<file path="src/rtl/light_pkg.sv">
// Shared types and pattern helpers for the front-panel LED sequencer.
// Pattern functions take the light count as an argument so one package serves any WIDTH up to MAX_WIDTH.
package light_pkg;

    typedef enum logic [1:0] {
        MODE_OFF    = 2'd0,
        MODE_BOUNCE = 2'd1,
        MODE_ROTATE = 2'd2,
        MODE_BLINK  = 2'd3
    } mode_t;

    typedef enum logic [1:0] {
        S_OFF  = 2'd0,
        S_RUN  = 2'd1,
        S_PEND = 2'd2
    } state_t;

    localparam int MAX_WIDTH = 64;
    localparam logic [MAX_WIDTH-1:0] ONE_HOT0 = {{(MAX_WIDTH-1){1'b0}}, 1'b1};

    // Number of positions before the index wraps; OFF parks at index 0.
    function automatic int period(mode_t mode, int width);
        case (mode)
            MODE_BOUNCE: period = 2 * width - 2;
            MODE_ROTATE: period = width;
            MODE_BLINK:  period = 2;
            default:     period = 1;
        endcase
    endfunction

    function automatic logic [MAX_WIDTH-1:0] pattern(mode_t mode, int index, int width);
        logic [MAX_WIDTH-1:0] ones;
        ones    = {MAX_WIDTH{1'b1}} >> (MAX_WIDTH - width);
        pattern = '0;
        case (mode)
            MODE_BOUNCE: begin
                if (index < width)
                    pattern = ONE_HOT0 << index;
                else
                    pattern = ONE_HOT0 << (2 * width - 2 - index);
            end
            MODE_ROTATE: pattern = ONE_HOT0 << index;
            MODE_BLINK:  pattern = (index == 0) ? ones : '0;
            default:     pattern = '0;
        endcase
    endfunction

endpackage

</file>
<file path="src/rtl/light_prescaler.sv">
// Step timebase: counts enabled cycles and flags a step once the count reaches div.
// The >= compare makes a live reduction of div fire on the very next enabled cycle.
module light_prescaler #(
    parameter int DIV_W = 16
) (
    input  logic             clock,
    input  logic             reset,
    input  logic             enable,
    input  logic             clear,
    input  logic [DIV_W-1:0] div,
    output logic             step
);

    logic [DIV_W-1:0] counter;

    assign step = enable && (counter >= div);

    always_ff @(posedge clock) begin
        if (reset || clear) begin
            counter <= '0;
        end else if (step) begin
            counter <= '0;
        end else if (enable) begin
            counter <= counter + DIV_W'(1);
        end
    end

endmodule

</file>
<file path="src/rtl/light_sequencer.sv">
// LED bank sequencer: owns pattern position and mode, applies requested modes only on step boundaries.
// cfg handshake: a request transfers on any edge where cfg_valid && cfg_ready; cfg_ready is low only while a mode is pending.
module light_sequencer
    import light_pkg::*;
#(
    parameter int WIDTH = 4,
    parameter int DIV_W = 16
) (
    input  logic             clock,
    input  logic             reset,
    input  logic             enable,
    input  logic [DIV_W-1:0] div,
    input  logic             cfg_valid,
    input  logic [1:0]       cfg_mode,
    output logic             cfg_ready,
    output logic [WIDTH-1:0] light,
    output logic             tick,
    output logic             cycle_done,
    output logic [1:0]       fsm_state
);

    localparam int IDX_W = $clog2(2 * WIDTH - 2);

    state_t           state;
    mode_t            mode;
    mode_t            pend_mode;
    logic [IDX_W-1:0] index;
    logic [IDX_W-1:0] index_next;
    logic             step;
    logic             xfer;
    logic             clear;

    function automatic logic [WIDTH-1:0] pat(mode_t m, logic [IDX_W-1:0] i);
        logic [MAX_WIDTH-1:0] full;
        full = pattern(m, int'(i), WIDTH);
        return full[WIDTH-1:0];
    endfunction

    assign cfg_ready = (state != S_PEND);
    assign fsm_state = state;
    assign xfer      = cfg_valid && cfg_ready;
    // Leaving OFF restarts the timebase so the first step is a full interval away.
    assign clear     = xfer && (state == S_OFF);

    always_comb begin
        index_next = index + IDX_W'(1);
        if (int'(index) + 1 >= period(mode, WIDTH))
            index_next = '0;
    end

    light_prescaler #(
        .DIV_W (DIV_W)
    ) u_prescaler (
        .clock  (clock),
        .reset  (reset),
        .enable (enable),
        .clear  (clear),
        .div    (div),
        .step   (step)
    );

    always_ff @(posedge clock) begin
        if (reset) begin
            state      <= S_OFF;
            mode       <= MODE_OFF;
            pend_mode  <= MODE_OFF;
            index      <= '0;
            light      <= '0;
            tick       <= 1'b0;
            cycle_done <= 1'b0;
        end else begin
            tick       <= 1'b0;
            cycle_done <= 1'b0;
            case (state)
                S_OFF: begin
                    if (xfer) begin
                        mode  <= mode_t'(cfg_mode);
                        index <= '0;
                        light <= pat(mode_t'(cfg_mode), '0);
                        state <= (mode_t'(cfg_mode) == MODE_OFF) ? S_OFF : S_RUN;
                    end else if (step) begin
                        tick <= 1'b1;
                    end
                end
                S_RUN: begin
                    // A step on the transfer edge still advances the old pattern.
                    if (step) begin
                        index      <= index_next;
                        light      <= pat(mode, index_next);
                        tick       <= 1'b1;
                        cycle_done <= (index_next == '0);
                    end
                    if (xfer) begin
                        pend_mode <= mode_t'(cfg_mode);
                        state     <= S_PEND;
                    end
                end
                S_PEND: begin
                    if (step) begin
                        mode  <= pend_mode;
                        index <= '0;
                        light <= pat(pend_mode, '0);
                        tick  <= 1'b1;
                        state <= (pend_mode == MODE_OFF) ? S_OFF : S_RUN;
                    end
                end
                default: begin
                    state <= S_OFF;
                    mode  <= MODE_OFF;
                    index <= '0;
                    light <= '0;
                end
            endcase
        end
    end

endmodule

</file>
<file path="config.mk">
export PLATFORM = sky130hd
export DESIGN_NAME = light_sequencer
export DESIGN_NICKNAME = d
export VERILOG_FILES = /design/src/rtl/light_pkg.sv /design/src/rtl/light_prescaler.sv /design/src/rtl/light_sequencer.sv
export SDC_FILE = /design/constraint.sdc
export NUM_CORES = 1
export LEC_CHECK = 0
export CORE_MARGIN = 8
export CORE_UTILIZATION = 50
export DETAILED_ROUTE_END_ITERATION = 8
export GPL_ROUTABILITY_DRIVEN = 0
export GPL_TIMING_DRIVEN = 0
export PLACE_DENSITY_LB_ADDON = 0.08
export SLEW_MARGIN = 25
export SYNTH_ARGS = -nofsm -noshare
export SYNTH_HDL_FRONTEND = slang
export SYNTH_SLANG_ARGS = --single-unit
</file>
<file path="constraint.sdc">
create_clock -name clock -period 3.4 [get_ports clock]
set_clock_uncertainty 0.1 [all_clocks]
set_input_delay 0.68 -clock clock [delete_from_list [all_inputs] [get_ports clock]]
set_output_delay 0.68 -clock clock [all_outputs]
set_load 0.02 [all_outputs]
</file>
### Yosys cells after proc, flatten, opt, wreduce, memory -nomap -nowiden

Index checks and enable logic that the tools add are counted.

| word-level totals | value |
|---|---|
| flip-flop bits (word level) | 31 |
| input port bits | 22 |
| output and inout port bits | 9 |
| word-level logic and storage cells | 80 |

| cells by class | value |
|---|---|
| bitwise gates (word level) | 2 |
| reduce and logical (&&, ||, !) cells | 18 |
| magnitude comparators | 3 |
| shifts and indexed selects | 2 |
| multiplexer cells | 27 |
| equality and inequality tests | 16 |
| add/subtract/negate cells | 4 |

Operators by type and width:

| operator | count |
|---|---|
| 5-bit by 32-bit greater-or-equal comparator with 1-bit output | 1 |
| 1-bit by 32-bit left shift with 4-bit output, first input constant | 1 |
| 4-bit case mux with 3 select lines | 2 |
| 4-bit two-way mux | 5 |
| 3-bit case mux with 3 select lines | 2 |
| 16-bit by 1-bit adder with 16-bit output, second input constant | 1 |
| 16-bit greater-or-equal comparator | 1 |
| 4-bit case mux with 2 select lines | 2 |
| 2-bit == test, second input constant | 7 |
| 3-bit two-way mux | 4 |
| 2-bit case mux with 3 select lines | 2 |
| 2-bit two-way mux | 5 |
| 2-bit != test, second input constant | 5 |
| 3-bit AND reduction | 3 |
| 2-bit by 1-bit == test with 1-bit output, second input constant | 4 |
| 2-bit OR reduction | 4 |
| 2-bit logical NOT | 3 |
| 3-bit logical NOT | 2 |
| 3-bit by 1-bit adder with 4-bit output, second input constant | 1 |
| 1-bit two-way mux | 4 |
| 1-bit by 3-bit left shift with 4-bit output, first input constant | 1 |
| 3-bit by 3-bit subtractor with 4-bit output, first input constant | 1 |
| 3-bit by 1-bit adder with 3-bit output, second input constant | 1 |
| 1-bit logical AND | 3 |
| other kinds (6) | 7 |

### Logic depth before layout (Yosys ltp)

Gate-level depths: netlist of run 1.

| logic depth | value |
|---|---|
| depth after elaboration | 10 |
| mapped depth | 14 |
| gate-level depth less buffers | 14 |

### Modules after synthesis

Synthesis of run 1 repeated with hierarchy kept, for this count alone.

| second synthesis, totals | value |
|---|---|
| cell total of the unflattened synthesis | 272 |
| area, all modules | 2292.2 um^2 |

By module, submodules not included:

| module | cells an instance | area an instance (um^2) | instances | sequential area each (um^2) |
|---|---|---|---|---|
| light_prescaler | 140 | 1177.4 | 1 | 320.3 |
| light_sequencer | 132 | 1114.8 | 1 | 300.3 |

### Worst setup path before layout of run 1

Ideal clock, no wire load.

| timing path | value |
|---|---|
| path kind | register to register |
| from | reg index[0] |
| to | reg light[3] |
| setup slack | 529 ps |
| clock period less this slack | 2871 ps |
| setup time | 57 ps |
| data required time | 3243 ps |
| buffers on the path | 0 |
| arrival time | 2714 ps |
| stages on the path, launching flop included | 13 |
| path through | dfxtp_1 > ha_1 > xnor2_1 > inv_1 > ha_1 > a21oi_1 > o211ai_1 > or2_2 > ha_1 > nor4_1 > mux2i_1 > o21ai_0 > a31o_2 |

| on the way | value |
|---|---|
| longest elaborated chain between the ends | 9 |
| elaborated cells between the ends (all ways) | 14 |
| classes of those cells | add/sub (3); order compare (2); shift (2); mux (6); reduce/logical (1) |

RTL lines:

| item | RTL line | source |
|---|---|---|
| start: declaration | light_sequencer.sv:27 | `logic [IDX_W-1:0] index;` |
| start signal: assignment | light_sequencer.sv:88 | `index <= index_next;` |
| 3-bit by 1-bit adder with 4-bit output | light_sequencer.sv:47 | `if (int'(index) + 1 >= period(mode, WIDTH))` |
| 5-bit by 32-bit greater-or-equal comparator with 1-bit output | light_sequencer.sv:47 |  |
| 3-bit two-way mux * | light_sequencer.sv:47 |  |
| 3-bit by 3-bit subtractor with 4-bit output | light_pkg.sv:40 | `pattern = ONE_HOT0 << (2 * width - 2 - index);` |
| 1-bit by 32-bit left shift with 4-bit output | light_pkg.sv:40 |  |
| 4-bit two-way mux | light_pkg.sv:37 | `if (index < width)` |
| 4-bit case mux with 3 select lines * | light_pkg.sv:35 | `case (mode)` |
| 4-bit two-way mux * | light_sequencer.sv:87 | `if (step) begin` |
| 4-bit case mux with 3 select lines * | light_sequencer.sv:74 | `case (state)` |
| end signal: assignment | light_sequencer.sv:79 | `light <= pat(mode_t'(cfg_mode), '0);` |
| end signal: assignment | light_sequencer.sv:89 | `light <= pat(mode, index_next);` |
| end signal: assignment | light_sequencer.sv:102 | `light <= pat(pend_mode, '0);` |
| end: declaration | light_sequencer.sv:16 | `output logic [WIDTH-1:0] light,` |

Every way passes the cells marked *; elsewhere a longest branch is shown, timed or not. The select of a mux whose other input is x is not followed.
A chain may end at the register's enable or synchronous reset.

### Worst setup path in the final report of run 1

Same ends and word-level chain as after synthesis.

==> results.md, run 1 <==
* Post-route setup TNS at 0 ns
* Vias at 1919
* Least-Margin Pin Slew at 0.488 ns
* DRT Wirelength at 4830 um
* Hold WC Path Type: flop to flop
* Area growth syn-to-layout at 20.8%
* Final Critical Period at 3.14 ns
* IO Count at 31
* Cell taking the most area after synthesis: dfxtp_1
* Initial antenna violation count at 0
* Synthesis-stage register bit count at 31
* Synthesized area at 0.00221 mm2
* ANT nets after route at 0
* Post-synth EDFFs at 0
* DRC at 0
* First drt pass iteration count at 4
* Synth top area share at 28.1%
* CTS tree: yes
* Post-synth cell types at 42
* Starting Density at 51.4%
* Top area cells in the synthesized netlist: dfxtp_1, ha_1, nor2_1
* Clock Tree Root: clkbuf_8
* Period utilisation layout at 92.2%
* H-Tree Level Count at 2
* Util after Layout at 62.2%
* Die area at 0.00680 mm2
* CP arrival at 3.27 ns
* First-pass GRT wire length at 8250 um
* Maximum VDD drop at 0.210 mV
* Vias/cell at 5.27
* Routed length per instance at 13.3 um
* Syn_nets at 326
* Vias in the first global route at 1878
* Core Area at 0.00429 mm2
* Element type at the critical path end: flop
* Status: complete, no violations
* FP Rows at 24
* Seq/Total Area, Yosys at 28.1%
* Hold slack at 0.378 ns
* Synth async-reset ratio at 0%
* Pin count of the biggest net entering global routing at 11
* Synth warn at 0
* Chip width at 82.5 um
* Worst setup path class: flop to flop
* Mapped Cells at 273
* Die H at 82.5 um
* Final Power at 1.06 mW
* Max Fclk at 0.319 GHz
* Rel. slew slack at 67.5%
* Endpoints failing setup at 0
* Static Leak at 1.13 nW
* Global Route Usage Sum at 15.4%
* Cts bufs inserted at 5
* ANT cells at 0
* Max-cap violations at 0
* Fill count at 408
* GRT overflow at 0
* Startpoint Class: flop
* Synthesized area per cell at 8.09 um2
* Later-pin clock latency in the skew report at 0.29 ns
* Final Max Slew Viols at 0
* CTS Hold Bufs at 0
* Fin nets at 364
* IO buf count at 29
* WP data required at 3.53 ns
* Clk slew on worst S/H paths at 0.06 ns
* Ratio of cells with drive above 1 in the final layout at 6.73%
* Dpl hpwl at 3760 um
* Drt initial violations at 110
* Hold Vio Cnt, Final at 0
* Clock sinks at 31
* Clock tree buffer depth at 2
* Ys flop type: dfxtp_1
* Pwr/cell area at 397 mW/mm2
* Crit-path max FO at 10
==> cells in the final DEF (no fill, tap or decap), types with 3 or more instances in the layout <==
cell type,n
a21oi_1,15
clkdlybuf4s50_1,29
nand2b_1,9
nand2_1,25
and3_1,4
xor2_1,9
ha_1,31
nand4_1,5
nor2b_1,4
dfxtp_1,30
clkbuf_1,6
clkbuf_8,5
mux2i_1,7
o21ai_0,13
nor2_1,33
nand3_1,8
o31ai_1,4
inv_1,28
or4_1,3
xnor2_1,6
o21a_1,3
==> critical path, stage by stage, from the launching register on <==
cell and delay (ns):
dfxtp_2 0.38, ha_1 0.24, xnor2_2 0.26, inv_1 0.13
ha_1 0.32, a21oi_1 0.17, o211ai_1 0.19, or2_2 0.35
ha_1 0.28, nor4_1 0.19, mux2i_1 0.11, o21ai_0 0.18
a31o_2 0.17
==> through the flow <==
| stage | setup slack, ns | std cells | instance area (um2) |
|---|---|---|---|
| floorplan | 0.529 | 273 | 2210 |
| global placement | 0.147 | 354 | 2560 |
| detailed placement | 0.130 | 354 | 2560 |
| CTS | 0.116 | 362 | 2650 |
| global route | -0.0386 | 364 | 2670 |
| finish | 0.264 | 364 | 2670 |
==> routing by layer <==
layer	track usage [%]	wire [um]	vias up
li1	-	-	1016
met1	18.7	2270	862
met2	26.1	2250	35
met3	3.79	251	6
met4	4.74	60	0
met5	0	0	-
==> cell usage after synthesis, drive strengths merged, types with 3 or more instances <==
| cell | count |
|---|---|
| nand4 | 6 |
| xor2 | 9 |
| or4 | 3 |
| o21a | 3 |
| o21ai | 14 |
| o211ai | 3 |
| dfxtp | 31 |
| mux2i | 7 |
| clkbuf | 4 |
| ha | 31 |
| nand3 | 8 |
| nand2b | 9 |
| xnor2 | 7 |
| and3 | 4 |
| nor2b | 4 |
| inv | 28 |
| nor2 | 33 |
| a21oi | 16 |
| o31ai | 4 |
| nand2 | 25 |
==> cell families (layout without fill, tap and decap cells) <==
group	Yosys count	after routing	synth area share [%]
and+or+nand+nor	98	98	21.3
buffers and inverters	34	73	5.89
xor gates and xnor gates	16	16	6.35
DFF	31	31	28.1
muxes	7	7	3.17
AOI/OAI and AO/OA	56	56	17.6
adders and majority gates	31	31	17.6
==> where the power goes <==
part | internal (mW) | switching (mW) | total [mW]
sequential | 0.387 | 0.0225 | 0.409
clock | 0.144 | 0.141 | 0.284
combinational | 0.156 | 0.210 | 0.366
total | 0.687 | 0.373 | 1.06
==> timing repair <==
| item | CTS | global route |
|---|---|---|
| buffers inserted | 0 | 2 |
| setup endpoints to repair | 0 | 4 |
| resized for setup | 0 | 2 |
| endpoints found under the hold margin | 0 | 0 |
==> sequential cells by signal, summed over array words and instances, names as in the netlist <==
signal,count
light,4
index,3
u_prescaler.counter,16
mode,2
cycle_done,1
fsm_state,2
pend_mode,2
tick,1
==> final cells by class <==
class	instances	area (um2)	area share (%)
inverters	28	105	3.94
flip-flops and latches	31	622	23.3
clock buffers	7	76.3	2.86
clock inverters	1	5.00	0.188
well taps	52	65.1	2.44
multi-input cells	208	1470	54.9
repair buffers	31	305	11.4
plain buffers	6	25.0	0.938
==> path summary, 6_finish.rpt <==
check        slack [ns]                  start                    end  depth (start not counted)
min reg2reg        0.38  light[2]$_SDFFE_PP0P_  light[2]$_SDFFE_PP0P_                          2
max reg2reg        0.26  index[0]$_SDFFE_PP0P_  light[3]$_SDFFE_PP0P_                         12
max                0.26  index[0]$_SDFFE_PP0P_  light[3]$_SDFFE_PP0P_                         12
min                0.38  light[2]$_SDFFE_PP0P_  light[2]$_SDFFE_PP0P_                          2
No activity file was read; power rests on OpenSTA's default activity.
==> run 2, diff against run 1 <==
==> constraint.sdc (replaced) <==
create_clock -name clock -period 3.31 [get_ports clock]
set_clock_uncertainty 0.1 [all_clocks]
set_input_delay 0.662 -clock clock [delete_from_list [all_inputs] [get_ports clock]]
set_output_delay 0.662 -clock clock [all_outputs]
set_load 0.02 [all_outputs]
==> run 2 against run 1 <==
  * First-iteration DRC count up 2.7%
  * Largest power group unchanged
  * Largest cell class unchanged
  * Non-clock buffer count up 2
  * Sequential cell count unchanged
==> results.md, run 2 (synthesis gave the netlist of run 1 again) <==
* Vias in the first global route at 1878 (unchanged)
* Startpoint Class: flop
* Setup ws final at 0.213 ns (-0.0512 ns)
* Met3 WL at 252 um (+0.40%)
* Comb power frac at 35.6% (+1.0 points)
* Status: complete, no violations
* Die area at 0.00680 mm2 (unchanged)
* Crit-path max FO at 10 (unchanged)
* Vias/cell at 5.26 (-0.24%)
* Routed length on met1 at 2250 um (-1.3%)
* Max FFs per register at 16 (unchanged)
* FP Rows at 24 (unchanged)
* Hold Vio Cnt, Final at 0 (unchanged)
* Pin count of the biggest net entering global routing at 11 (unchanged)
* Cts bufs inserted at 5 (unchanged)
* Cell-internal power at 0.720 mW (+4.9%)
* IO buf count at 29 (unchanged)
* DRC at 0 (unchanged)
* ANT cells at 0 (unchanged)
* Placement Setup Slack at 0.0403 ns (-0.0900 ns)
* Rel. slew slack at 69.7% (+2.2 points)
* Initial antenna violation count at 0 (unchanged)
* Largest registers: u_prescaler.counter (16), light (4), index (3)
* Element type at the critical path end: flop
* Final Critical Period at 3.10 ns (-0.0388 ns)
* Endpoints failing setup at 0 (unchanged)
* Dpl hpwl at 3760 um (unchanged)
* Post-route setup TNS at 0 ns (unchanged)
* Clk slew on worst S/H paths at 0.06 ns (about the same)
* Max-cap violations at 0 (unchanged)
* Static Leak at 1.14 nW (+0.75%)
* Ratio of cells with drive above 1 in the final layout at 7.32% (+0.59 points)
* Clock tree buffer depth at 2 (unchanged)
* Drt initial violations at 113 (+2.7%)
* Final Max Slew Viols at 0 (unchanged)
* Most frequent cells in the layout: nor2_1, ha_1, dfxtp_1, clkdlybuf4s50_1, inv_1
* CTS Hold Bufs at 0 (unchanged)
* NetSw at 0.386 mW (+3.6%)
* DRT Wirelength at 4860 um (+0.48%)
* Largest Register: u_prescaler.counter
* Final Power at 1.11 mW (+4.4%)
* Metal2 WL at 2300 um (+2.3%)
* GRT overflow at 0 (unchanged)
* Sw frac at 34.9% (-0.28 points)
* Hold slack at 0.378 ns (-0.0000710 ns)
* Area growth syn-to-layout at 21.5%
* Commonest non-fill, non-tap cell in the layout: nor2_1
* First-pass GRT wire length at 8250 um (unchanged)
* Clock sinks at 31 (unchanged)
* Period utilisation layout at 93.6% (+1.3 points)
* Highest Signal Layer: met4
* Hold WC Path Type: flop to flop
* Least-Margin Pin Slew at 0.455 ns (-0.0325 ns)
* Maximum VDD drop at 0.217 mV (+3.3%)
* Fin nets at 366 (+0.55%)
* Vias at 1925 (+0.31%)
* Core Area at 0.00429 mm2 (unchanged)
* H-Tree Level Count at 2 (unchanged)
* Die H at 82.5 um (unchanged)
* First drt pass iteration count at 4 (unchanged)
* Later-pin clock latency in the skew report at 0.29 ns (about the same)
* Clock Tree Root: clkbuf_8
* Pwr/cell area at 412 mW/mm2 (+3.8%)
* IO Count at 31 (unchanged)
* Max Fclk at 0.323 GHz (+1.3%)
* CTS tree: yes
* Clk pwr share at 26.5% (-0.3 points)
* Starting Density at 51.4% (unchanged)
* CP arrival at 3.17 ns (-0.10 ns)
* ANT nets after route at 0 (unchanged)
* Reg power frac at 38.0% (-0.6 points)
* Worst setup path class: flop to flop
* WP data required at 3.38 ns (-0.15 ns)
* Chip width at 82.5 um (unchanged)
* Routed length per instance at 13.3 um (about the same)
* Global Route Usage Sum at 15.4% (unchanged)
[run 2: changes by cell type in the layout (fill, tap and decap cells not counted), sizes merged]
cell	previous run	this run
buf	4	6
[run 2: stage by stage]
| stage | utilization [%] | cell area, um2 | std cells |
|---|---|---|---|
| after global routing | 62.5 | 2680 | 366 |
| after global placement | 59.7 | 2560 | 354 |
| after floorplan | - | 2210 | 273 |
| final | 62.5 | 2680 | 366 |
| after CTS | 61.6 | 2650 | 362 |
| after detailed placement | 59.7 | 2560 | 354 |
[run 2: repair_timing]
item / CTS / global route
resized for setup: 0 / 3
setup buffers: 0 / 4
setup endpoints to repair: 0 / 5
[run 2: final cells by class]
cell class,count,area [um2]
fillers,405,1610
multi-input cells,208,1470
flip-flops and latches,31,622
repair buffers,33,320
inverters,28,105
clock buffers,7,76.3
well taps,52,65.1
plain buffers,6,25.0
clock inverters,1,5.00
[run 2: per-layer routing]
| layer | track usage, % | vias to the layer above |
|---|---|---|
| li1 | - | 1022 |
| met1 | 18.7 | 864 |
| met2 | 26.1 | 33 |
| met3 | 3.79 | 6 |
| met4 | 4.74 | 0 |
| met5 | 0 | - |
[run 2: power groups by stage]
stage | sequential, mW | combinational [mW] | clock, mW
6_report | 0.420 | 0.394 | 0.293
5_1_grt | 0.424 | 0.444 | 0.315
4_1_cts | 0.420 | 0.378 | 0.299
3_5_place_dp | 0.428 | 0.376 | 0
3_3_place_gp | 0.427 | 0.371 | 0
2_1_floorplan | 0.438 | 0.247 | 0
[run 2: worst max-delay path: stages, from the launching register on]
cell	delay, ns
dfxtp_2	0.37
ha_1	0.24
xnor2_2	0.27
inv_1	0.12
ha_1	0.32
a21oi_1	0.17
o211ai_1	0.17
or2_2	0.35
ha_1	0.24
o2111ai_1	0.24
a311oi_1	0.13
o21ai_0	0.17
mux2i_1	0.09
[run 2: final timing paths]
kind / start / endpoint / depth (start not counted) / slack (ns)
max: index[0]$_SDFFE_PP0P_ / light[2]$_SDFFE_PP0P_ / 12 / 0.21
min: light[2]$_SDFFE_PP0P_ / light[2]$_SDFFE_PP0P_ / 2 / 0.38
max reg2reg: index[0]$_SDFFE_PP0P_ / light[2]$_SDFFE_PP0P_ / 12 / 0.21
min reg2reg: light[2]$_SDFFE_PP0P_ / light[2]$_SDFFE_PP0P_ / 2 / 0.38
